===== src/rtl/axil_passthru_master.sv =====
// Single-transaction AXI4-Lite master: one read or write per i_start, returns data and response.
// Optional watchdog enabled by defining PASSTHRU_TIMEOUT_EN.
module axil_passthru_master #(
  parameter logic [31:0] ADDR_BASE      = 32'h0,
  parameter int unsigned TIMEOUT_CYCLES = 1000
) (
  input  logic        clk,
  input  logic        resetn,
  input  logic        i_start,
  input  logic        i_write,
  input  logic [11:0] i_addr,
  input  logic [31:0] i_wdata,
  output logic        o_busy,
  output logic        o_done,
  output logic [31:0] o_rdata,
  output logic [1:0]  o_resp,
  output logic        o_timeout,
  output logic [31:0] M_AXI_AWADDR,
  output logic        M_AXI_AWVALID,
  output logic [2:0]  M_AXI_AWPROT,
  input  logic        M_AXI_AWREADY,
  output logic [31:0] M_AXI_WDATA,
  output logic [3:0]  M_AXI_WSTRB,
  output logic        M_AXI_WVALID,
  input  logic        M_AXI_WREADY,
  input  logic [1:0]  M_AXI_BRESP,
  input  logic        M_AXI_BVALID,
  output logic        M_AXI_BREADY,
  output logic [31:0] M_AXI_ARADDR,
  output logic        M_AXI_ARVALID,
  output logic [2:0]  M_AXI_ARPROT,
  input  logic        M_AXI_ARREADY,
  input  logic [31:0] M_AXI_RDATA,
  input  logic [1:0]  M_AXI_RRESP,
  input  logic        M_AXI_RVALID,
  output logic        M_AXI_RREADY
);

  typedef enum logic [2:0] {StIdle, StWrReq, StWrResp, StRdReq, StRdResp} state_e;

  state_e      state_q;
  logic [31:0] addr_q, wdata_q, rdata_q;
  logic [1:0]  resp_q;
  logic        busy_q, done_q;
  logic        awvalid_q, wvalid_q, bready_q, arvalid_q, rready_q;

  if (TIMEOUT_CYCLES == 0) begin : g_bad_timeout
    $error("TIMEOUT_CYCLES must be nonzero");
  end

`ifdef PASSTHRU_TIMEOUT_EN
  logic [31:0] tmo_cnt_q;
  logic        timeout_q;
  logic        resp_hs;
  // A response landing on the watchdog edge still completes normally.
  assign resp_hs = (state_q == StWrResp && M_AXI_BVALID) || (state_q == StRdResp && M_AXI_RVALID);
  assign o_timeout = timeout_q;
`else
  assign o_timeout = 1'b0;
`endif

  always_ff @(posedge clk) begin
    if (!resetn) begin
      state_q   <= StIdle;
      addr_q    <= '0;
      wdata_q   <= '0;
      rdata_q   <= '0;
      resp_q    <= '0;
      busy_q    <= 1'b0;
      done_q    <= 1'b0;
      awvalid_q <= 1'b0;
      wvalid_q  <= 1'b0;
      bready_q  <= 1'b0;
      arvalid_q <= 1'b0;
      rready_q  <= 1'b0;
`ifdef PASSTHRU_TIMEOUT_EN
      tmo_cnt_q <= '0;
      timeout_q <= 1'b0;
`endif
    end else begin
      done_q <= 1'b0;
      unique case (state_q)
        StIdle: begin
          if (i_start) begin
            addr_q  <= ADDR_BASE + {20'h0, i_addr};
            wdata_q <= i_wdata;
            busy_q  <= 1'b1;
`ifdef PASSTHRU_TIMEOUT_EN
            timeout_q <= 1'b0;
`endif
            if (i_write) begin
              awvalid_q <= 1'b1;
              wvalid_q  <= 1'b1;
              state_q   <= StWrReq;
            end else begin
              arvalid_q <= 1'b1;
              state_q   <= StRdReq;
            end
          end
        end
        StWrReq: begin
          if (awvalid_q && M_AXI_AWREADY) awvalid_q <= 1'b0;
          if (wvalid_q && M_AXI_WREADY) wvalid_q <= 1'b0;
          // Each channel is finished if it already handshook or handshakes on this edge.
          if ((!awvalid_q || M_AXI_AWREADY) && (!wvalid_q || M_AXI_WREADY)) begin
            bready_q <= 1'b1;
            state_q  <= StWrResp;
          end
        end
        StWrResp: begin
          if (M_AXI_BVALID) begin
            bready_q <= 1'b0;
            resp_q   <= M_AXI_BRESP;
            done_q   <= 1'b1;
            busy_q   <= 1'b0;
            state_q  <= StIdle;
          end
        end
        StRdReq: begin
          if (M_AXI_ARREADY) begin
            arvalid_q <= 1'b0;
            rready_q  <= 1'b1;
            state_q   <= StRdResp;
          end
        end
        StRdResp: begin
          if (M_AXI_RVALID) begin
            rready_q <= 1'b0;
            rdata_q  <= M_AXI_RDATA;
            resp_q   <= M_AXI_RRESP;
            done_q   <= 1'b1;
            busy_q   <= 1'b0;
            state_q  <= StIdle;
          end
        end
        default: state_q <= StIdle;
      endcase
`ifdef PASSTHRU_TIMEOUT_EN
      if (state_q == StIdle) begin
        if (i_start) tmo_cnt_q <= 32'd1;
      end else begin
        tmo_cnt_q <= tmo_cnt_q + 32'd1;
        if (!resp_hs && tmo_cnt_q >= TIMEOUT_CYCLES - 1) begin
          awvalid_q <= 1'b0;
          wvalid_q  <= 1'b0;
          bready_q  <= 1'b0;
          arvalid_q <= 1'b0;
          rready_q  <= 1'b0;
          resp_q    <= 2'b11;
          timeout_q <= 1'b1;
          done_q    <= 1'b1;
          busy_q    <= 1'b0;
          state_q   <= StIdle;
        end
      end
`endif
    end
  end

  assign o_busy        = busy_q;
  assign o_done        = done_q;
  assign o_rdata       = rdata_q;
  assign o_resp        = resp_q;
  assign M_AXI_AWADDR  = addr_q;
  assign M_AXI_ARADDR  = addr_q;
  assign M_AXI_WDATA   = wdata_q;
  assign M_AXI_WSTRB   = 4'hF;
  assign M_AXI_AWPROT  = 3'b000;
  assign M_AXI_ARPROT  = 3'b000;
  assign M_AXI_AWVALID = awvalid_q;
  assign M_AXI_WVALID  = wvalid_q;
  assign M_AXI_BREADY  = bready_q;
  assign M_AXI_ARVALID = arvalid_q;
  assign M_AXI_RREADY  = rready_q;

endmodule


===== config.mk =====
export PLATFORM = sky130hd
export DESIGN_NAME = axil_passthru_master
export DESIGN_NICKNAME = d
export VERILOG_FILES = /design/src/rtl/axil_passthru_master.sv
export SDC_FILE = /design/constraint.sdc
export NUM_CORES = 1
export LEC_CHECK = 0
export ABC_CLOCK_PERIOD_IN_PS = 1700
export CAP_MARGIN = 20
export CORE_ASPECT_RATIO = 0.7
export CORE_MARGIN = 2
export CORE_UTILIZATION = 35
export DETAILED_ROUTE_END_ITERATION = 8
export MAX_ROUTING_LAYER = met4
export PLACE_DENSITY_LB_ADDON = 0.25
export SYNTH_ARGS = -nofsm -noshare
export SYNTH_HDL_FRONTEND = slang
export SYNTH_SLANG_ARGS = --single-unit

===== constraint.sdc =====
create_clock -name clk -period 1.7 [get_ports clk]
set_input_delay 0.17 -clock clk [delete_from_list [all_inputs] [get_ports clk]]
set_output_delay 0.17 -clock clk [all_outputs]
set_load 0.005 [all_outputs]

* After elaboration in Yosys (flattened, before gate mapping)
Cells that the tools add are included.
** Storage, ports and cells
- Input port bits :: 89
- Output and inout port bits :: 148
- Word-level logic and storage cells :: 80
- Bits in registers :: 88
** Operators by class
- Multiplexer cells :: 31
- Equal/unequal tests :: 13
- Reduce and logical (&&, ||, !) cells :: 24
** Operator list (count)
- 2-bit inequality test, second input constant :: 9
- 4-bit AND reduction :: 4
- 3-bit 2-to-1 mux :: 5
- 3-bit one-hot mux with 5 select lines :: 1
- 1-bit 2-to-1 mux :: 14
- 1-bit one-hot mux with 2 select lines :: 6
- 2-bit nonzero test :: 5
- 3-bit AND reduction :: 3
- 3-bit by 2-bit equality test with 1-bit output, second input constant :: 2
- 2-bit 2-to-1 mux :: 3
- 5-bit AND reduction :: 1
- 2-bit one-hot mux with 2 select lines :: 1
- 2-bit AND reduction :: 2
- 3-bit by 1-bit equality test with 1-bit output, second input constant :: 1
- 3-bit equality test, second input constant :: 1
- 1-bit logical AND :: 3
- 3-bit zero test :: 1
- 1-bit one-hot mux with 3 select lines :: 1
- 3-bit nonzero test :: 1
- 1-bit zero test :: 2
- 1-bit logical OR :: 2

* Longest topological paths before layout
Gate-level depths: netlist (run 1).
- Depth in word-level cells :: 5
- Depth in mapped cells :: 6

* Worst setup path after synthesis (run 1)
Ideal clock, no wire load.
- Kind :: register to register
- From :: reg state_q[0]
- To :: reg addr_q[0] (netlist: M_AXI_ARADDR[0])
- Data required time :: 1568 ps
- Data arrival time :: 1321 ps
- Stages on the path, launching flop included :: 7
- Library setup time :: 132 ps
- Setup slack :: 247 ps
- Path buffers :: 3
- Path through :: dfxtp_1 -> buf_6 -> or4b_4 -> buf_6 -> buf_6 -> nand2_1 -> a21oi_1
** Between the ends
- Word-level cells in the longest chain between the ends :: 2
** RTL lines
- start: declaration :: line 41 : state_e state_q;
- start signal: assignment :: line 64 : state_q <= StIdle;
- start signal: assignment :: line 94 : state_q <= StWrReq;
- start signal: assignment :: line 97 : state_q <= StRdReq;
- 3-bit zero test :: line 82 : unique case (state_q)
- 2-bit AND reduction (no line)
- end signal: assignment :: line 85 : addr_q <= ADDR_BASE + {20'h0, i_addr};
- end: declaration :: line 42 : logic [31:0] addr_q, wdata_q, rdata_q;
No other way between the ends.
A chain may end at the register's enable or synchronous reset.

* Final worst setup path (run 1)
- From :: reg state_q[2]
- To :: reg resp_q[0] (netlist: o_resp[0])
** Between the ends
- Word-level cells in the longest chain between the ends :: 3
** RTL lines
- 3-bit equality test / 3-bit by 2-bit equality test with 1-bit output (equally long branches) :: line 82
- 2-bit inequality test (no line) / 2-bit nonzero test (equally long branches)
- 3-bit AND reduction (no line)
- end signal: assignment :: line 68 : resp_q <= '0;
- end signal: assignment :: line 113 : resp_q <= M_AXI_BRESP;
- end signal: assignment :: line 130 : resp_q <= M_AXI_RRESP;
- end: declaration :: line 43 : logic [1:0] resp_q;
Parallel ways exist; a longest one is shown, timed or not.

==> results of run 1 <==
==> cell type report <==
class                           instances  area, µm²  area share
Clock buffer                           11      242.7     0.04216
Clock inverter                          5      80.08     0.01391
Inverter                                4      15.01    0.002608
Multi-Input combinational cell        323       1484      0.2577
Sequential cell                        88       1762      0.3060
Tap cell                              132      165.2     0.02868
Timing Repair Buffer                  196       2009      0.3490
==> where the power goes <==
group	switching [mW]	total [mW]	internal (mW)
Combinational	0.360	0.909	0.550
Sequential	0.0793	2.26	2.18
Clock	0.781	2.11	1.33
==> synthesized netlist by cell type, types with 3 or more instances <==
cell and count:
nand2_1 153, dfxtp_1 88, a21oi_1 81, buf_4 67, clkbuf_1 13, buf_2 6
buf_6 6, nor2_1 4, inv_1 3, mux2i_1 3, nand2b_1 3
==> flip-flops by register name, summed over array words and instances (netlist names), 2 cells and up <==
register	flops
M_AXI_WDATA	32
o_rdata	32
M_AXI_ARADDR	12
state_q	3
o_resp	2
==> tightest hold or removal path: stages <==
cell	delay (ns)
clkdlybuf4s50_1	0.39
nand2_1	0.05
a21oi_1	0.05
==> cell families (layout without fill, tap and decap cells) <==
kind of cell | count (synthesis) | after routing | share of synthesized area
flops | 88 | 88 | 0.4741
compound gates | 94 | 94 | 0.1347
simple gates | 175 | 175 | 0.2010
other cells | 2 | 51 | 0.002021
mux | 3 | 3 | 0.008081
buf+inv | 97 | 216 | 0.1801
==> metal layers <==
metal / share of wire / up-vias
li1: - / 1688
met1: 0.46 / 1555
met2: 0.46 / 138
met3: 0.070 / 12
met4: 0.012 / 0
met5: 0 / -
==> worst paths after layout <==
kind / start / to / slack, ns / depth (start not counted)
setup / recovery: state_q[2] / o_resp[0] / 0.16 / 4
hold / removal: M_AXI_RDATA[3] / o_rdata[3] / 0.39 / 3
setup reg to reg: state_q[2] / o_resp[0] / 0.16 / 4
hold reg to reg: o_rdata[26] / o_rdata[26] / 0.45 / 2
==> metrics by stage <==
step	hold WS [ns]	power, mW	util	area, µm²
floorplan	0.2666	2.775	-	3900
global placement	0.4414	3.207	0.5248	5435
detailed placement	0.4457	3.220	0.5248	5435
CTS	0.3733	5.347	0.5560	5758
global route	0.3789	5.539	0.5560	5758
finish	0.3867	5.273	0.5560	5758
==> results.md, run 1 <==
* Io pins at 237
* CTS clk-pin slew, worst paths at 0.06 ns
* GRT Residual Overflow at 0
* FP Rows at 31
* Clock Skew at 0.002425 ns
* Crit path launch type: flip-flop
* Gp weighted congestion at 0.7513
* Power Density at 915.8 nW/µm²
* Drt wl/cell at 12.66 µm
* Synth warnings at 0
* Peak supply drop at 448.1 µV
* RSZ-0062 raised after global routing: no
* Final Non-Filler Cells at 759
* Largest stage delay, worst path at 0.54 ns
* EDFF count, synth at 0
* DRT iter0 DRCs at 136
* Fin crit period at 1.539 ns
* DIE WIDTH at 127.2 µm
* First-pass GRT wire length at 15.37 mm
* # DRC at 0
* Number of buffers created by CTS at 9
* Setup violations, final at 0
* DR pass1 iterations at 4
* Pin count of the biggest net entering global routing at 54
* Post-synthesis sequential element count at 88
* Number of global-route vias before repair at 3041
* WP data arrival at 1.80 ns
* Post-cts resize count at 0
* Final WL at 9.611 mm
* Min-delay worst type: primary input to flip-flop
* Leak at 2.166 nW
* Post-DP HPWL at 7.125 mm
* Worst setup path category: flip-flop to flip-flop
* Met3 GRT Util at 0.04821
* Antenna-violating nets left at 0
* Post-Syn Area at 3716 µm²
* CP Max Fanout at 10
* Fin. max-slew vios at 0
* Root Buffer: clkbuf_16
* Area leader, netlist: dfxtp_1
* Gr busiest metal: met2
* MaxCap Viol Count at 0
* Diodes inserted at 0
* CTS Buffer Depth at 2
* Period utilisation layout at 0.9055
* Async S/R FF share, synth at 0
* Cells after DPL at 743
* Port Buffers at 185
* Distinct cells, synth at 34
* Fmax at 649.6 MHz
* GR Layer Usage met1 at 0.2219
* TritonCTS sink count at 88
* Via Count at 3393
* Seq/Total Area, Yosys at 0.4741
* CP endpoint kind: flip-flop
* Met2 Use GR at 0.2585
* Number of vias per cell at 4.470
* Yosys top cell area share at 0.4741
* Post-synthesis cell count at 459
* Nets at 711
* CORE AREA at 10360 µm²
* Commonest cells after routing, fill and taps aside: 185 x clkdlybuf4s50_1, 153 x nand2_1, 88 x dfxtp_1, 81 x a21oi_1, 51 x conb_1
* Final worst slack at 0.1607 ns
* Full die area at 11470 µm²
* # fillers at 939
* Crit-path leading delay family: flip-flops
* Initial antenna violation count at 0
* GRT Util Overall at 0.1700
* Cts hold-fix bufs at 0
* Main area contributors after synthesis: dfxtp_1 47%, nand2_1 15%, buf_4 14%, a21oi_1 11%, buf_6 1.8%
* Critical-path top delay cell: dfxtp_1
* Top FF cell, synth: dfxtp_1
* CTS tree: built
* Fraction of layout cells with a size suffix above 1 at 0.05263
* Worst-skew pair later-pin latency at 0.33 ns
* Syn avg cell area at 8.096 µm²
* H-tree Lvls at 3
* Buf+Inv Stages, Crit Path at 1
* Status: complete, no violations
* CP Cell Sequence: nor4bb_4, buf_4, o31ai_1, a21oi_1
* Pre-CTS setup slack at 0.04470 ns
* Final Hold Violating Endpoints at 0
* Most common cell after layout, fill and taps aside: clkdlybuf4s50_1
* Setup TNS at 0 ns
* Initial core utilization at 0.3588
* Die height at 90.21 µm
* Worst Path Required at 1.96 ns
* Layout area overhead at 54.95%
* Post-CTS Setup Bufs at 0
(Power assumes the default switching activity.)
==> run 2: changes to the inputs <==
SLEW_MARGIN = 10   (was not set)
==> results of run 2 <==
Same layout as run 1: the final DEF is identical, and so are final timing and power.
==> run 3: changes to the inputs <==
ABC_CLOCK_PERIOD_IN_PS = 1350   (was 1700)
CAP_MARGIN = not set   (was 20)
CORE_UTILIZATION = 33   (was 35)
CTS_CLUSTER_DIAMETER = 80   (was not set)
clock period = 1.35 ns   (was 1.7 ns; I/O delays follow)
==> results.md, run 3 (same netlist as run 1, synthesis figures left out) <==
* Final Power at 6.839 mW (+30%)
* Power Density at 1082 nW/µm² (+18%)
* Diodes inserted at 0 (unchanged)
* Status: finished, violations left
* CP Cell Sequence: buf_12, nor4b_4, buf_6, buf_8, buf_12, nand2_2, a21oi_2
* Nets at 732 (+3.0%)
* Fraction of layout cells with a size suffix above 1 at 0.1574 (+0.1048)
* RSZ-0062 raised after global routing: yes
* CTS Buffer Depth at 2 (unchanged)
* GRT Util Overall at 0.1703 (+0.0003019)
* Number of vias per cell at 4.418 (-1.2%)
* Peak supply drop at 665.4 µV (+48%)
* CTS clk-pin slew, worst paths at 0.06 ns (about the same)
* FF-to-FF Start: state_q[0]
* Period utilisation layout at 1.050 (+0.1441)
* CP Max Fanout at 6 (-4)
* GRT Residual Overflow at 0 (unchanged)
* Cells after DPL at 773 (+4.0%)
* Root Buffer: clkbuf_16
* Most common cell after layout, fill and taps aside: nand2_1
* Via Count at 3539 (+4.3%)
* R2r worst-path depth at 7 (+3)
* Critical-path top delay cell: dfxtp_2
* Gp weighted congestion at 0.7790 (+3.7%)
* Antenna-violating nets left at 0 (unchanged)
* Layout area overhead at 70.10%
* H-tree Lvls at 3 (unchanged)
* Final Non-Filler Cells at 801 (+5.5%)
* Number of global-route vias before repair at 3218 (+5.8%)
* Initial core utilization at 0.3375 (-0.02133)
* DR pass1 iterations at 4 (unchanged)
* Worst setup path category: flip-flop to flip-flop
* Failing checks: negative setup slack
* Full die area at 12140 µm² (+5.8%)
* Layout Utilization at 0.5741 (+0.01809)
* R2r setup slk at -0.07 ns (-0.23 ns)
* Hold path start: i_addr[4]
* Max Used Layer: met4
* Setup violations, final at 29 (+29)
* DIE WIDTH at 130.8 µm (+2.9%)
* Fin. max-slew vios at 0 (unchanged)
* Hold depth at 3 (unchanged)
* Post-DP HPWL at 7.462 mm (+4.7%)
* Min-delay worst type: primary input to flip-flop
* Dpl cell area at 5529 µm² (+1.7%)
* CORE AREA at 11010 µm² (+6.3%)
* CP endpoint kind: flip-flop
* Largest stage delay, worst path at 0.34 ns (-0.20 ns)
* Leak at 3.127 nW (+44%)
* Met2 Wirelength at 5.481 mm (+24%)
* Io pins at 237 (unchanged)
* Final Hold Violating Endpoints at 0 (unchanged)
* WP data arrival at 1.68 ns (-0.12 ns)
* Port Buffers at 185 (unchanged)
* Number of buffers created by CTS at 9 (unchanged)
* FP Rows at 32 (+3.2%)
* # DRC at 0 (unchanged)
* Worst-skew pair later-pin latency at 0.33 ns (about the same)
* WHS Endpoint: M_AXI_ARADDR[4]
* Met1 WL at 4.708 mm (+7.3%)
* Finished Cell Area at 6321 µm² (+9.8%)
* Final WL at 11.02 mm (+15%)
* Drt wl/cell at 13.75 µm (+8.6%)
* First-pass GRT wire length at 15.80 mm (+2.8%)
* Clock Skew at 0.007955 ns (+0.005529 ns)
* CP most frequent cell: buf_12
* Initial antenna violation count at 0 (unchanged)
* CTS tree: built
* Cts hold-fix bufs at 0 (unchanged)
* Die height at 92.79 µm (+2.9%)
* DRT iter0 DRCs at 146 (+7.4%)
* Fin crit period at 1.417 ns (-0.1224 ns)
* Final worst slack at -0.06697 ns (-0.2276 ns)
* Reg2reg end: M_AXI_WDATA[2]
* Commonest cells after routing, fill and taps aside: 144 x nand2_1, 137 x clkdlybuf4s50_1, 70 x dfxtp_1, 62 x a21oi_1, 51 x conb_1
* Crit path launch type: flip-flop
* Fmax at 705.7 MHz (+8.6%)
* TritonCTS sink count at 88 (unchanged)
* MaxCap Viol Count at 0 (unchanged)
* DR WL met3 at 711 µm (+5.0%)
* Worst Path Required at 1.62 ns (-0.34 ns)
* Pin count of the biggest net entering global routing at 40 (-26%)
* Pre-CTS setup slack at -0.2676 ns (-0.3123 ns)
run 3: cell count changes in the layout (fill, tap and decap cells not counted), sizes merged, moves of 2 or more:
| cell | change |
|---|---|
| clkdlybuf4s50 | -48 |
| dlymetal6s2s | +43 |
| buf | +18 |
| dlygate4sd2 | +5 |
| clkbuf | +4 |
| clkinvlp | -2 |
run 3: final cells by class:
cell class / count / area, µm²
inverters: 4 / 15.01
fillers: 954 / 4690
multi-input cells: 323 / 1608
clock inverters: 4 / 77.57
well taps: 153 / 191.4
repair buffers: 217 / 2396
clock buffers: 12 / 246.5
flip-flops and latches: 88 / 1787
run 3: worst max-delay path: cells and delay by family (launching register included):
| family | cells | cell delay [ns] |
|---|---|---|
| flip-flops | 1 | 0.34 |
| AO/OA/AOI/OAI | 1 | 0.13 |
| AND/OR/NAND/NOR | 2 | 0.34 |
| buffers and inverters | 4 | 0.55 |
run 3: power by group:
group	switching [mW]	total, mW	internal (mW)
combinational	0.541	1.32	0.780
sequential	0.0890	2.84	2.75
clock	0.998	2.68	1.68
run 3: how the worst max path moves through the flow:
stage | start | endpoint | slack, ns | depth (start not counted)
after floorplan | state_q[0] | M_AXI_ARADDR[0] | -0.10 | 6
after global placement | i_start | M_AXI_ARADDR[8] | -0.23 | 5
after detailed placement | i_start | M_AXI_WDATA[12] | -0.27 | 5
after CTS | state_q[2] | M_AXI_WDATA[14] | -0.05 | 7
after global routing | state_q[0] | M_AXI_WDATA[2] | -0.12 | 7
final | state_q[0] | M_AXI_WDATA[2] | -0.07 | 7
run 3: per-stage QoR:
| stage | TNS, ns | hold slack (ns) |
|---|---|---|
| after floorplan | -4.119 | 0.2316 |
| after global placement | -12.12 | 0.4406 |
| after detailed placement | -14.31 | 0.4468 |
| after CTS | -0.9999 | 0.3307 |
| after global routing | -4.146 | 0.3409 |
| final | -0.4185 | 0.3441 |
run 3: routing by layer:
layer | vias up | global-route usage
met5 | - | -
met1 | 1654 | 0.2124
met3 | 8 | 0.04275
li1 | 1738 | -
met2 | 139 | 0.2773
met4 | 0 | 0.04255
run 3: what timing repair did:
item / CTS / global route
setup endpoints to repair: 89 / 135
hold endpoints to repair: 0 / 0
cloned: 1 / 4
setup buffers: 5 / 3
pin swaps: 4 / 12
resized for setup: 25 / 91
